### src/rtl/oam_dma_if.sv
// Sprite-DMA controller bus bundle: CPU-side strobe/data, bus read port, OAM write port.
interface oam_dma_if;
    logic        dma_start;
    logic [7:0]  page_in;
    logic [7:0]  oam_base;
    logic [7:0]  mem_data_in;
    logic        cpu_halt;
    logic        mem_rd;
    logic [15:0] mem_addr;
    logic [7:0]  oam_addr_out;
    logic [7:0]  oam_data_out;
    logic        oam_WE;
    logic        busy;
    logic        done;

    // DMA controller side
    modport master (
        input  dma_start, page_in, oam_base, mem_data_in,
        output cpu_halt, mem_rd, mem_addr, oam_addr_out, oam_data_out, oam_WE, busy, done
    );

    // CPU bus / PPU / environment side
    modport slave (
        output dma_start, page_in, oam_base, mem_data_in,
        input  cpu_halt, mem_rd, mem_addr, oam_addr_out, oam_data_out, oam_WE, busy, done
    );
endinterface

### src/rtl/oam_dma_ctrl.sv
// Sprite DMA ($4014): halts the CPU and copies XFER_LEN bytes from page {page,00}
// into OAM as alternating GET/PUT cycles. One clk is one CPU cycle.
module oam_dma_ctrl #(
    parameter int unsigned XFER_LEN = 256,
    parameter bit          ALIGN_EN = 1'b1
) (
    input  logic      clk,
    input  logic      reset,
    oam_dma_if.master bus
);

    localparam int unsigned IDX_W  = 8;
    localparam int unsigned ADDR_W = 16;
    localparam logic [IDX_W-1:0] LAST_IDX = IDX_W'(XFER_LEN - 1);

    localparam logic [2:0] IDLE  = 3'd0;
    localparam logic [2:0] HALT  = 3'd1;
    localparam logic [2:0] ALIGN = 3'd2;
    localparam logic [2:0] GET   = 3'd3;
    localparam logic [2:0] PUT   = 3'd4;

    logic [2:0]        state_q, state_d;
    logic              parity_q;
    logic [IDX_W-1:0]  idx_q, idx_d;
    logic [7:0]        page_q, page_d;
    logic [7:0]        obase_q, obase_d;

    logic              cpu_halt_d, mem_rd_d, oam_we_d, busy_d, done_d;
    logic [ADDR_W-1:0] mem_addr_d;
    logic [7:0]        oam_addr_d, oam_data_d;

    // Free-running CPU-cycle parity; only reset clears it
    always_ff @(posedge clk or posedge reset) begin
        if (reset) parity_q <= 1'b0;
        else       parity_q <= ~parity_q;
    end

    // State, datapath and registered outputs
    always_ff @(posedge clk or posedge reset) begin
        if (reset) begin
            state_q          <= IDLE;
            idx_q            <= '0;
            page_q           <= '0;
            obase_q          <= '0;
            bus.cpu_halt     <= 1'b0;
            bus.mem_rd       <= 1'b0;
            bus.mem_addr     <= '0;
            bus.oam_addr_out <= '0;
            bus.oam_data_out <= '0;
            bus.oam_WE       <= 1'b0;
            bus.busy         <= 1'b0;
            bus.done         <= 1'b0;
        end else begin
            state_q          <= state_d;
            idx_q            <= idx_d;
            page_q           <= page_d;
            obase_q          <= obase_d;
            bus.cpu_halt     <= cpu_halt_d;
            bus.mem_rd       <= mem_rd_d;
            bus.mem_addr     <= mem_addr_d;
            bus.oam_addr_out <= oam_addr_d;
            bus.oam_data_out <= oam_data_d;
            bus.oam_WE       <= oam_we_d;
            bus.busy         <= busy_d;
            bus.done         <= done_d;
        end
    end

    // Next state plus output decode of the state being entered
    always_comb begin
        state_d = state_q;
        idx_d   = idx_q;
        page_d  = page_q;
        obase_d = obase_q;
        done_d  = 1'b0;

        case (state_q)
            IDLE: begin
                // a strobe landing in the done cycle belongs to the finished transfer
                if (bus.dma_start && !bus.done) begin
                    page_d  = bus.page_in;
                    obase_d = bus.oam_base;
                    idx_d   = '0;
                    state_d = HALT;
                end
            end
            HALT:    state_d = (ALIGN_EN && !parity_q) ? ALIGN : GET;
            ALIGN:   state_d = GET;
            GET:     state_d = PUT;
            PUT: begin
                if (idx_q == LAST_IDX) begin
                    state_d = IDLE;
                    done_d  = 1'b1;
                end else begin
                    idx_d   = idx_q + IDX_W'(1);
                    state_d = GET;
                end
            end
            default: state_d = IDLE;
        endcase

        cpu_halt_d = (state_d != IDLE);
        busy_d     = (state_d != IDLE);
        mem_rd_d   = (state_d == GET);
        oam_we_d   = (state_d == PUT);
        mem_addr_d = mem_rd_d ? {page_d, idx_d} : '0;
        oam_addr_d = oam_we_d ? (obase_d + idx_d) : '0;
        // PUT is only ever entered from GET, so the byte on the bus now is the one to write
        oam_data_d = oam_we_d ? bus.mem_data_in : '0;
    end

endmodule
### src/flat_wrapper.sv
// flat-port wrapper written by rule: the top's interface ports become plain ports
module oam_dma_ctrl_flat 
#(
    parameter int unsigned XFER_LEN = 256,
    parameter bit          ALIGN_EN = 1'b1
)
  (clk, reset, bus_dma_start, bus_page_in, bus_oam_base, bus_mem_data_in, bus_cpu_halt, bus_mem_rd, bus_mem_addr, bus_oam_addr_out, bus_oam_data_out, bus_oam_WE, bus_busy, bus_done);
  oam_dma_if bus_i ();
  input  logic clk;
  input  logic reset;
  input wire logic [$bits(bus_i.dma_start)-1:0] bus_dma_start;
  input wire logic [$bits(bus_i.page_in)-1:0] bus_page_in;
  input wire logic [$bits(bus_i.oam_base)-1:0] bus_oam_base;
  input wire logic [$bits(bus_i.mem_data_in)-1:0] bus_mem_data_in;
  output wire logic [$bits(bus_i.cpu_halt)-1:0] bus_cpu_halt;
  output wire logic [$bits(bus_i.mem_rd)-1:0] bus_mem_rd;
  output wire logic [$bits(bus_i.mem_addr)-1:0] bus_mem_addr;
  output wire logic [$bits(bus_i.oam_addr_out)-1:0] bus_oam_addr_out;
  output wire logic [$bits(bus_i.oam_data_out)-1:0] bus_oam_data_out;
  output wire logic [$bits(bus_i.oam_WE)-1:0] bus_oam_WE;
  output wire logic [$bits(bus_i.busy)-1:0] bus_busy;
  output wire logic [$bits(bus_i.done)-1:0] bus_done;
  assign bus_i.dma_start = bus_dma_start;
  assign bus_i.page_in = bus_page_in;
  assign bus_i.oam_base = bus_oam_base;
  assign bus_i.mem_data_in = bus_mem_data_in;
  assign bus_cpu_halt = bus_i.cpu_halt;
  assign bus_mem_rd = bus_i.mem_rd;
  assign bus_mem_addr = bus_i.mem_addr;
  assign bus_oam_addr_out = bus_i.oam_addr_out;
  assign bus_oam_data_out = bus_i.oam_data_out;
  assign bus_oam_WE = bus_i.oam_WE;
  assign bus_busy = bus_i.busy;
  assign bus_done = bus_i.done;
  oam_dma_ctrl #(.XFER_LEN(XFER_LEN), .ALIGN_EN(ALIGN_EN)) u_core (.clk(clk), .reset(reset), .bus(bus_i));
endmodule
### config.mk
export PLATFORM = sky130hd
export DESIGN_NAME = oam_dma_ctrl_flat
export DESIGN_NICKNAME = d
export VERILOG_FILES = /design/src/rtl/oam_dma_if.sv /design/src/rtl/oam_dma_ctrl.sv /design/src/flat_wrapper.sv
export SDC_FILE = /design/constraint.sdc
export NUM_CORES = 1
export LEC_CHECK = 0
export CORE_ASPECT_RATIO = 1.4
export CORE_MARGIN = 2
export CORE_UTILIZATION = 53
export CTS_CLUSTER_DIAMETER = 100
export DETAILED_ROUTE_END_ITERATION = 8
export GPL_ROUTABILITY_DRIVEN = 0
export PLACE_DENSITY = 0.82
export SYNTH_ARGS = -nofsm -noshare
export SYNTH_HDL_FRONTEND = slang
export SYNTH_SLANG_ARGS = --single-unit
### constraint.sdc
create_clock -name clk -period 8.1 [get_ports clk]
set_input_delay 2.025 -clock clk [delete_from_list [all_inputs] [get_ports clk]]
set_output_delay 2.025 -clock clk [all_outputs]
set_load 0.005 [all_outputs]
# Word-level counts from Yosys, hierarchy flattened
# Cells that the tools add are included.
[totals] register_bits=64 in_bits=27 out_inout_bits=37 elab_cells=42
[classes] add_sub_neg=2 eq_ne=7 muxes=16 bitwise_logic=1 reduce_logical=4
[ops] op="$mux W8" count=8
[ops] op="$mux W16" count=1
[ops] op="$pmux W8 S2" count=1
[ops] op="$pmux W3 S5" count=1
[ops] op="$eq A3 B2 Y1 const B" count=3
[ops] op="$add A8 B1 Y8 const B" count=1
[ops] op="$add A8 B8 Y8" count=1
[ops] op="$eq A8 B8 Y1 const B" count=1
[ops] op="$eq A3 B3 Y1 const B" count=2
[ops] op="$eq A3 B1 Y1 const B" count=1
[ops] op="$logic_not A3 Y1" count=1
[ops] op="$mux W1" count=3
[ops] op="$mux W3" count=1
[ops] op="$reduce_bool A3 Y1" count=1
[ops] op="$mux W2" count=1
[ops] op="$logic_and A1 B1 Y1" count=1
[ops] op="$logic_not A1 Y1" count=1
[ops] op="$not A1 Y1" count=1

# Logic depth before layout (Yosys ltp)
# Gate-level depths: netlist (run 1).
[depth] depth_word=6 mapped_depth=15 ltp_nobuf=14

# Worst setup path after synthesis (run 1)
# Ideal clock, no wire load.
[synth_path] kind="input to register" startpoint="in bus_dma_start" endpoint="reg u_core.bus.oam_addr_out[6]" setup_time_ns=0.134 t_arrival_ns=4.210 required_time_ns=7.966 path_slack_ns=3.756 stages=14 path_buffers=1 cell_sequence="nand2b_1 nor4_4 clkbuf_1 nand2_1 nand2_1 ha_1 inv_1 fa_1 nor2b_1 o21ai_0 a21boi_0 o21a_1 o21a_1 nor3_1"
[synth_between] elab_chain_len=5 word_cells_on_any_way=10 classes_between="add/sub (1); eq/ne (1); mux (7); reduce/logical (1)"
[synth_rtl] item="start, declared" line="flat_wrapper.sv:11" source="input wire logic [$bits(bus_i.dma_start)-1:0] bus_dma_start;"
[synth_rtl] item="$logic_and A1 B1 Y1" line="oam_dma_ctrl.sv:80" source="if (bus.dma_start && !bus.done) begin"
[synth_rtl] item="$mux W8" line="oam_dma_ctrl.sv:80"
[synth_rtl] item="$mux W8" line="oam_dma_ctrl.sv:77" source="case (state_q)"
[synth_rtl] item="net u_core.obase_d[0]" line="oam_dma_ctrl.sv:26" source="logic [7:0] obase_q, obase_d;"
[synth_rtl] item="$add A8 B8 Y8" line="oam_dma_ctrl.sv:107" source="oam_addr_d = oam_we_d ? (obase_d + idx_d) : '0;"
[synth_rtl] item="$mux W8" line="oam_dma_ctrl.sv:107"
[synth_rtl] item="net u_core.oam_addr_d[6]" line="oam_dma_ctrl.sv:30" source="logic [7:0] oam_addr_d, oam_data_d;"
[synth_rtl] item="end signal, assigned" line="oam_dma_ctrl.sv:61" source="bus.oam_addr_out <= oam_addr_d;"
[synth_rtl] item="end, declared" line="oam_dma_if.sv:19" source="output cpu_halt, mem_rd, mem_addr, oam_addr_out, oam_data_out, oam_WE, busy, done"
# The timed path passes the listed nets, and every way through them passes these cells.

# Worst setup path after layout (run 1)
# Same ends and word-level chain as after synthesis.

==> flow_summary_export.csv, run 1 <==
group,metric,value,unit
timing,worst_slack,3473,ps
cells_and_area,fin_cells,378,
cells_and_area,nFillCells,317,
worst_setup_path,worst_path_max_delay_cell,"nand2_1",
timing,setup_viol,0,
logic_synthesis,syn_inst,241,
power_and_ir_drop,leakagePower,1.730,nW
logic_synthesis,synth_common_cells,"dfrtp_1, nand2_1, and2_1",
worst_setup_path,crit_top_cell,"nand2_1",
global_routing,grt_util_all_layers,21.74,%
logic_synthesis,synth_area,0.002658,mm²
outcome,status,"complete, no violations",
logic_synthesis,synth.most_common_cell,"dfrtp_1",
worst_hold_path,min_path_type,"flop to flop",
cts,cts_tree,"built",
power_and_ir_drop,peakVddDrop,0.2223,mV
cts,hold_buffers,0,
detailed_routing,highest_layer,"met4",
logic_synthesis,syn_area_per_cell,11.03,µm²
cts,clockBufferDepth,2,
global_routing,grt_max_degree,65,
job,max-cap-violations,0,
cells_and_area,post-route-util,73.95,%
worst_setup_path,r2r_slack,5000,ps
cts,post-cts-setup-buffer-count,0,
detailed_routing,drtIter0Drc,139,
detailed_routing,dr.pass1.iters,6,
worst_hold_path,hold_depth,1,
worst_hold_path,whs_endpoint,"u_core.parity_q",
cells_and_area,diodes,0,
floorplanning,dieArea,0.005605,mm²
power_and_ir_drop,powerDensity,342.7,mW/mm²
cts,clkTransAtPathRegs,70,ps
logic_synthesis,async_reset_ff_share,100.0,%
worst_setup_path,start_kind,"input port",
detailed_routing,wl_per_cell,14.35,µm
timing,max_freq,216.1,MHz
place,post-place-ws,3153,ps
worst_setup_path,crit_path_end_kind,"flop",
floorplanning,fp-row-count,30,
floorplanning,core,0.004842,mm²
timing,hold_viol_final,0,
worst_setup_path,worst_ep_required_time,8330,ps
detailed_routing,viasPerCell,5.201,
timing,relSlewSlack,49.10,%
logic_synthesis,synth_flop_cell,"dfrtp_1",
detailed_routing,antenna_left,0,
worst_hold_path,hp-start,"u_core.parity_q",
worst_setup_path,crit_fanout,18,
detailed_routing,wl_met1,2.169,mm
cts,cts_buffers,9,
logic_synthesis,yosysWarnings,0,
logic_synthesis,yosysTopAreaCell,"dfrtp_1",
cells_and_area,drive_above_1_share,8.599,%
floorplanning,io_pins,64,
detailed_routing,wl_met3,277,µm
detailed_routing,wirelength,5.424,mm
cts,worstSkewPairLatency,340,ps
timing,fin_crit_sh,57.12,%
logic_synthesis,synth.distinct_cells,38,
logic_synthesis,ys_seq_elements,64,
place,port_buffers,63,
logic_synthesis,yosysSeqAreaShare,60.26,%
timing,tns,0,ps
timing,period_needed,4627,ps
logic_synthesis,netlist.area_leader.share,60.26,%
floorplanning,die_w,63.85,µm
floorplanning,initial_core_util,54.88,%
cells_and_area,nNetsFinal,345,
floorplanning,die_h,87.79,µm
worst_setup_path,critical_path_arrival,4850,ps
timing,tightest_slew,763.5,ps
global_routing,antenna_found_initial,0,
cts,ctsResizeCount,0,
detailed_routing,drc_errors,0,
timing,skew,8.155,ps
worst_setup_path,cp_cell_sequence,"clkdlybuf4s50_1 -> nand2b_1 -> nor2_1 -> nand2_1 -> nand2_1 -> nand2_1 -> ha_1 -> inv_1 -> fa_1 -> nor2b_1 -> o21ai_0 -> a21boi_0 -> o21a_1 -> o21a_1 -> nor3_1",
power_and_ir_drop,total_power,1.227,mW
worst_setup_path,r2r-start,"u_core.idx_q[2]",
worst_setup_path,critPathMaxStageDelay,480,ps
cts,cts_max_level,3,
place,hpwl,3.702,mm
global_routing,gr-total-overflow,0,
worst_setup_path,startpoint,"bus_dma_start",
worst_setup_path,reg2regPathDepth,14,
detailed_routing,vias,1966,
global_routing,grt_pass1_wl,9.087,mm
cts,clock_sinks,64,
global_routing,grt_pass1_vias,1978,
worst_setup_path,crit_type,"input port to flop",
logic_synthesis,synth_area_leaders,"dfrtp_1, nand2_1, and2_1",
cells_and_area,syn_to_final_growth,34.75,%
logic_synthesis,synth_edf_count,0,
logic_synthesis,synth_nets,277,
cts,root_buffer,"clkbuf_8",
timing,rsz0062_at_grt,"false",
place,dpl.cell_count,362,
detailed_routing,dr_wl_met2,2.830,mm
timing,slew_viol_final,0,
worst_setup_path,worstReg2RegEnd,"u_core.bus.oam_addr_out[6]",
## worst max-delay path by stage
stage	end	slack [ps]	cells after the start
4_1_cts	u_core.bus.oam_addr_out[6]	3510	15
2_1_floorplan	u_core.bus.oam_addr_out[6]	3760	14
3_5_place_dp	u_core.bus.oam_addr_out[6]	3150	15
5_1_grt	u_core.bus.oam_addr_out[6]	3220	15
6_report	u_core.bus.oam_addr_out[6]	3470	15
3_3_place_gp	u_core.bus.oam_addr_out[6]	3230	15
## layout by cell type (no fill, tap or decap), types with 3 or more instances in the layout
master and instances:
nor2b_1 5, bufinv_16 3, nand3_1 4, mux2i_1 3, nand2_1 54, a21oi_1 4
mux2_2 3, dfrtp_1 64, xnor2_1 5, ha_1 8, o21ai_0 4, inv_1 11
clkbuf_8 10, nor2_1 11, clkdlybuf4s50_1 63, and2_1 22, nor3_1 5
## report_power, final
part / switching, mW / internal (mW) / total [mW] / leakage (nW)
registers: 0.0492 / 0.416 / 0.465 / 0.846
logic: 0.219 / 0.208 / 0.427 / 0.761
clock network: 0.122 / 0.213 / 0.335 / 0.124
## stage by stage
step	hold slack, ps	instance area, µm²
finish	416.4	3581
global placement	409.6	3336
global route	459.0	3581
floorplan	394.6	2658
detailed placement	411.1	3336
CTS	420.8	3581
## cells by family (layout without fill, tap and decap cells)
logic type | Yosys count | in the layout | synth area share, %
DFF | 64 | 64 | 60.26
adders and majority gates | 9 | 9 | 4.520
AOI/OAI and AO/OA | 24 | 24 | 6.214
buffers and inverters | 20 | 93 | 3.484
xor gates and xnor gates | 5 | 5 | 1.648
and+or+nand+nor | 113 | 113 | 21.47
muxes | 6 | 6 | 2.401
## layer usage
layer	track usage, %	vias up
met5	0	-
met4	12.25	0
met3	5.527	18
met2	36.36	83
met1	25.56	949
li1	-	916
## critical path, delay by kind of cell
| kind | cells | cell delay [ps] |
|---|---|---|
| AND/OR/NAND/NOR | 7 | 1140 |
| AO/OA/AOI/OAI | 4 | 690 |
| adder cells (fa/ha/maj) | 2 | 540 |
| buffers and inverters | 2 | 450 |
## flip-flops by register name, summed over array words and instances, names as in the netlist, 3 cells and up
name                     count
u_core.bus.mem_addr         16
u_core.bus.oam_addr_out      8
u_core.bus.oam_data_out      8
u_core.idx_q                 8
u_core.obase_q               8
u_core.page_q                8
u_core.state_q               3
## final cells by class
cell class                      count  area [µm²]  share of cell area, %
Clock buffer                       11       141.4                  3.948
Multi-Input combinational cell    157       963.4                  26.90
Inverter                           12       45.04                  1.258
Sequential cell                    64        1602                  44.72
Timing Repair Buffer               65       645.6                  18.03
Clock inverter                      5       103.9                  2.900
Tap cell                           64       80.08                  2.236
(Power assumes the default switching activity.)
==> run 2, diff against run 1 <==
- CORE_UTILIZATION: 53 -> 44
- PLACE_DENSITY: 0.82 -> 0.72
- clock period: 8.1 -> 4.2 ns (I/O delays scaled with it)
==> run 2 against run 1 <==
  * Flip-flop and latch count unchanged
  * Register-to-register slack lost 3900 ps
  * Cell area unchanged
  * Clock power rose by 75%
==> flow_summary_export.csv, run 2 (same netlist as run 1, synthesis figures left out) <==
group,metric,value,unit
timing,rsz0062_at_grt,"false",
worst_hold_path,whs_endpoint,"u_core.parity_q",
cells_and_area,nNetsFinal,346,
floorplanning,die_w,69.68,µm
worst_setup_path,reg2regPathDepth,14,
worst_hold_path,hp-start,"u_core.parity_q",
floorplanning,fp-row-count,33,
timing,tightest_slew,1050,ps
floorplanning,initial_core_util,45.33,%
global_routing,grt_max_degree,54,
cts,cts_max_level,3,
cells_and_area,largest_reg_flops,16,
timing,tns,0,ps
detailed_routing,drc_errors,0,
cells_and_area,drive_above_1_share,9.206,%
timing,period_needed,3580,ps
timing,relSlewSlack,29.92,%
timing,fin_crit_sh,85.25,%
worst_setup_path,r2r-start,"u_core.idx_q[0]",
detailed_routing,vias,1874,
worst_hold_path,min_path_type,"flop to flop",
detailed_routing,dr.pass1.iters,4,
cts,hold_buffers,0,
cts,post-cts-setup-buffer-count,0,
worst_hold_path,hold_depth,1,
floorplanning,core,0.005863,mm²
worst_setup_path,crit_path_end_kind,"flop",
job,max-cap-violations,0,
timing,setup_viol,0,
global_routing,antenna_found_initial,0,
place,dpl.cell_count,369,
timing,max_freq,279.3,MHz
timing,hold_viol_final,0,
global_routing,grt_pass1_vias,1848,
worst_setup_path,r2r_slack,1130,ps
power_and_ir_drop,leakagePower,1.720,nW
cells_and_area,syn_to_final_growth,34.75,%
timing,skew,10.50,ps
timing,slew_viol_final,0,
cts,cts_tree,"built",
detailed_routing,drtIter0Drc,116,
floorplanning,die_h,95.96,µm
detailed_routing,antenna_left,0,
worst_setup_path,worst_ep_required_time,4450,ps
power_and_ir_drop,peakVddDrop,0.2824,mV
cts,ctsResizeCount,0,
detailed_routing,viasPerCell,4.868,
worst_setup_path,worstReg2RegEnd,"u_core.bus.oam_addr_out[6]",
floorplanning,io_pins,64,
cells_and_area,fin_cells,385,
cts,clockBufferDepth,2,
detailed_routing,wl_per_cell,13.37,µm
cells_and_area,diodes,0,
worst_setup_path,critical_path_arrival,3830,ps
cells_and_area,regMostFlops,"u_core.bus.mem_addr",
worst_setup_path,crit_type,"input port to flop",
cts,worstSkewPairLatency,340,ps
global_routing,gr-total-overflow,0,
global_routing,grt_pass1_wl,8.618,mm
power_and_ir_drop,powerDensity,641.2,mW/mm²
place,port_buffers,63,
cts,cts_buffers,9,
cts,root_buffer,"clkbuf_8",
cells_and_area,layout_common_cells,"dfrtp_1, clkdlybuf4s50_1, nand2_1",
cts,clock_sinks,64,
global_routing,grt_util_all_layers,17.20,%
place,hpwl,3.733,mm
floorplanning,dieArea,0.006686,mm²
detailed_routing,wirelength,5.147,mm
worst_setup_path,crit_fanout,4,
outcome,status,"complete, no violations",
worst_setup_path,start_kind,"input port",
cts,clkTransAtPathRegs,70,ps
cells_and_area,final_common_cell,"dfrtp_1",
==> run 2: power by group <==
| group | switching (mW) | internal (mW) |
|---|---|---|
| Clock | 0.233 | 0.352 |
| Sequential | 0.0925 | 0.802 |
| Combinational | 0.413 | 0.404 |
==> run 2: routing by layer <==
| layer | up-vias | track usage, % | share of wire (%) |
|---|---|---|---|
| met2 | 57 | 29.09 | 53 |
| met1 | 887 | 20.37 | 41 |
| met5 | - | 0 | 0 |
| li1 | 924 | - | - |
| met3 | 6 | 3.770 | 4.4 |
| met4 | 0 | 10.10 | 1.9 |
==> run 2: how the worst max path moves through the flow <==
| stage | start | end |
|---|---|---|
| 2_1_floorplan | bus_dma_start | u_core.bus.oam_addr_out[6] |
| 3_3_place_gp | bus_dma_start | u_core.bus.oam_addr_out[6] |
| 3_5_place_dp | bus_dma_start | u_core.bus.oam_addr_out[6] |
| 4_1_cts | bus_dma_start | u_core.bus.oam_addr_out[6] |
| 5_1_grt | bus_dma_start | u_core.bus.oam_addr_out[6] |
| 6_report | bus_dma_start | u_core.bus.oam_addr_out[6] |
==> run 2: per-stage QoR <==
step,util [%],hold WS (ps),total power [mW],cell area (µm²),worst slack (ps)
2_1_floorplan,-,394.6,1.407,2658,830.6
3_3_place_gp,57.15,407.0,1.712,3351,368.6
3_5_place_dp,57.15,410.7,1.736,3351,314.6
4_1_cts,61.08,422.0,2.332,3581,630.5
5_1_grt,61.08,462.5,2.470,3581,407.7
6_report,61.08,421.1,2.296,3581,619.5
==> run 2: cell type report <==
| cell class | instances | area (µm²) |
|---|---|---|
| Clock buffer | 10 | 137.6 |
| Multi-Input combinational cell | 157 | 963.4 |
| Tap cell | 70 | 87.58 |
| Timing Repair Buffer | 66 | 653.1 |
| Inverter | 12 | 45.04 |
| Sequential cell | 64 | 1602 |
| Clock inverter | 6 | 92.59 |
| Fill cell | 505 | 2282 |
==> run 2: critical path, cell delays in order <==
cell	delay, ps
clkdlybuf4s50_1	450
nand2b_1	120
nand2b_1	100
nand2_1	90
or2_2	300
mux2_2	290
ha_1	210
inv_1	70
fa_1	180
nor2b_1	60
o21ai_0	220
a21boi_0	160
o21a_1	210
o21a_1	170
nor3_1	160
==> run 3, diff against run 2 <==
- CORE_UTILIZATION: 44 -> 49
- PLACE_DENSITY: 0.72 -> 0.76
- clock period: 4.2 -> 3.3 ns (I/O delays scaled with it)
==> run 3 against run 2 <==
  * Non-clock buffer count up 15
  * Clock skew shrank 3.2 ps
  * Combinational power grew 42%
  * Register-to-register slack got worse by 820 ps
  * Clock-buffer cell count did not move
==> flow_summary_export.csv, run 3 (same netlist as run 1, synthesis figures left out) <==
group,metric,value,unit
global_routing,grt_max_degree,65,
detailed_routing,vias,1963,
cts,clock_sinks,64,
worst_hold_path,min_path_type,"flop to flop",
cts,cts_tree,"built",
timing,fin_crit_sh,95.50,%
detailed_routing,viasPerCell,4.957,
detailed_routing,dr.pass1.iters,4,
power_and_ir_drop,total_power,2.943,mW
floorplanning,core,0.005197,mm²
worst_setup_path,crit_type,"input port to flop",
cells_and_area,regMostFlops,"u_core.bus.mem_addr",
worst_setup_path,worst_ep_required_time,3560,ps
global_routing,grt_util_all_layers,19.91,%
worst_setup_path,crit_path_end_kind,"flop",
cts,hold_buffers,0,
outcome,status,"complete, no violations",
cells_and_area,layout_common_cells,"dfrtp_1, clkdlybuf4s50_1, nand2_1",
cts,cts_max_level,3,
power_and_ir_drop,peakVddDrop,0.4276,mV
worst_setup_path,start_kind,"input port",
floorplanning,dieArea,0.006037,mm²
place,port_buffers,63,
cells_and_area,nFillCells,387,
job,max-cap-violations,0,
cts,clkTransAtPathRegs,70,ps
global_routing,gr-total-overflow,0,
power_and_ir_drop,powerDensity,802.3,mW/mm²
detailed_routing,antenna_left,0,
timing,relSlewSlack,70.59,%
global_routing,grt_pass1_wl,8.894,mm
floorplanning,die_w,66.24,µm
cells_and_area,final_common_cell,"dfrtp_1",
cells_and_area,fin_cells,396,
floorplanning,fp-row-count,31,
global_routing,antenna_found_initial,0,
cts,cts_buffers,9,
timing,setup_viol,0,
detailed_routing,wl_per_cell,13.79,µm
timing,tns,0,ps
cells_and_area,largest_reg_flops,16,
cts,ctsResizeCount,0,
cells_and_area,drive_above_1_share,13.94,%
floorplanning,initial_core_util,51.13,%
timing,period_needed,3151,ps
cts,post-cts-setup-buffer-count,0,
worst_setup_path,crit_fanout,3,
place,dpl.cell_count,380,
detailed_routing,drc_errors,0,
floorplanning,io_pins,64,
timing,hold_viol_final,0,
cts,clockBufferDepth,2,
detailed_routing,drtIter0Drc,89,
global_routing,grt_pass1_vias,1945,
power_and_ir_drop,leakagePower,1.783,nW
timing,tightest_slew,437.4,ps
cells_and_area,diodes,0,
worst_setup_path,critical_path_arrival,3410,ps
cts,worstSkewPairLatency,340,ps
timing,slew_viol_final,0,
cells_and_area,syn_to_final_growth,38.04,%
floorplanning,die_h,91.14,µm
cells_and_area,nNetsFinal,361,
cts,root_buffer,"clkbuf_8",
detailed_routing,wirelength,5.459,mm
place,hpwl,3.905,mm
timing,max_freq,317.3,MHz
timing,skew,7.278,ps
[run 3: final cells by class]
type	instances	area, µm²	area share (%)
clock buffer	10	127.6	3.479
timing repair buffer	81	778.2	21.21
tap	66	82.58	2.251
inverter	12	45.04	1.228
sequential	64	1602	43.66
multi-input combinational	157	973.4	26.53
clock inverter	6	60.06	1.637
[run 3: power by group]
group / internal [mW] / leakage, nW / switching, mW / total (mW)
clock network: 0.344 / 0.0920 / 0.294 / 0.639
logic: 0.599 / 0.845 / 0.562 / 1.16
registers: 1.02 / 0.846 / 0.122 / 1.14
total: 1.97 / 1.78 / 0.978 / 2.94
[run 3: worst paths after layout]
check / from / end / slack (ps) / cells after the start
max reg2reg: u_core.idx_q[2] / u_core.bus.oam_addr_out[7] / 310 / 12
min in group asynchronous: reset / u_core.bus.oam_data_out[4] / 870 / 3
max: bus_dma_start / u_core.bus.oam_addr_out[6] / 150 / 15
min reg2reg: u_core.parity_q / u_core.parity_q / 430 / 1
min: u_core.parity_q / u_core.parity_q / 430 / 1
max in group asynchronous: reset / u_core.idx_q[5] / 2180 / 3
[run 3: stage by stage]
stage	cell area [µm²]	hold WS (ps)	setup WS [ps]	util [%]
after floorplan	2658	394.6	155.6	-
after global placement	3471	407.8	-205.4	66.78
after detailed placement	3471	418.5	-271.7	66.78
after CTS	3659	433.9	70.61	70.39
after global routing	3669	455.1	-35.26	70.58
final	3669	427.4	148.6	70.58
[run 3: metal layers]
metal	routed length (µm)	global-route usage [%]	up-vias
li1	-	-	951
met1	2148	22.53	950
met2	2926	33.83	50
met3	217	3.594	12
met4	167	12.07	0
met5	0	0	-
[run 3: critical path, cell delays in order]
cell and delay [ps]:
clkdlybuf4s50_1 460, nand2b_1 90, nand2b_1 90, nand2_1 70, or2_2 300, mux2_2 290
ha_1 200, inv_1 80, fa_2 200, nor2b_2 40, o21ai_1 160, a21boi_1 100
o21a_1 190, o21a_1 170, nor3_2 140
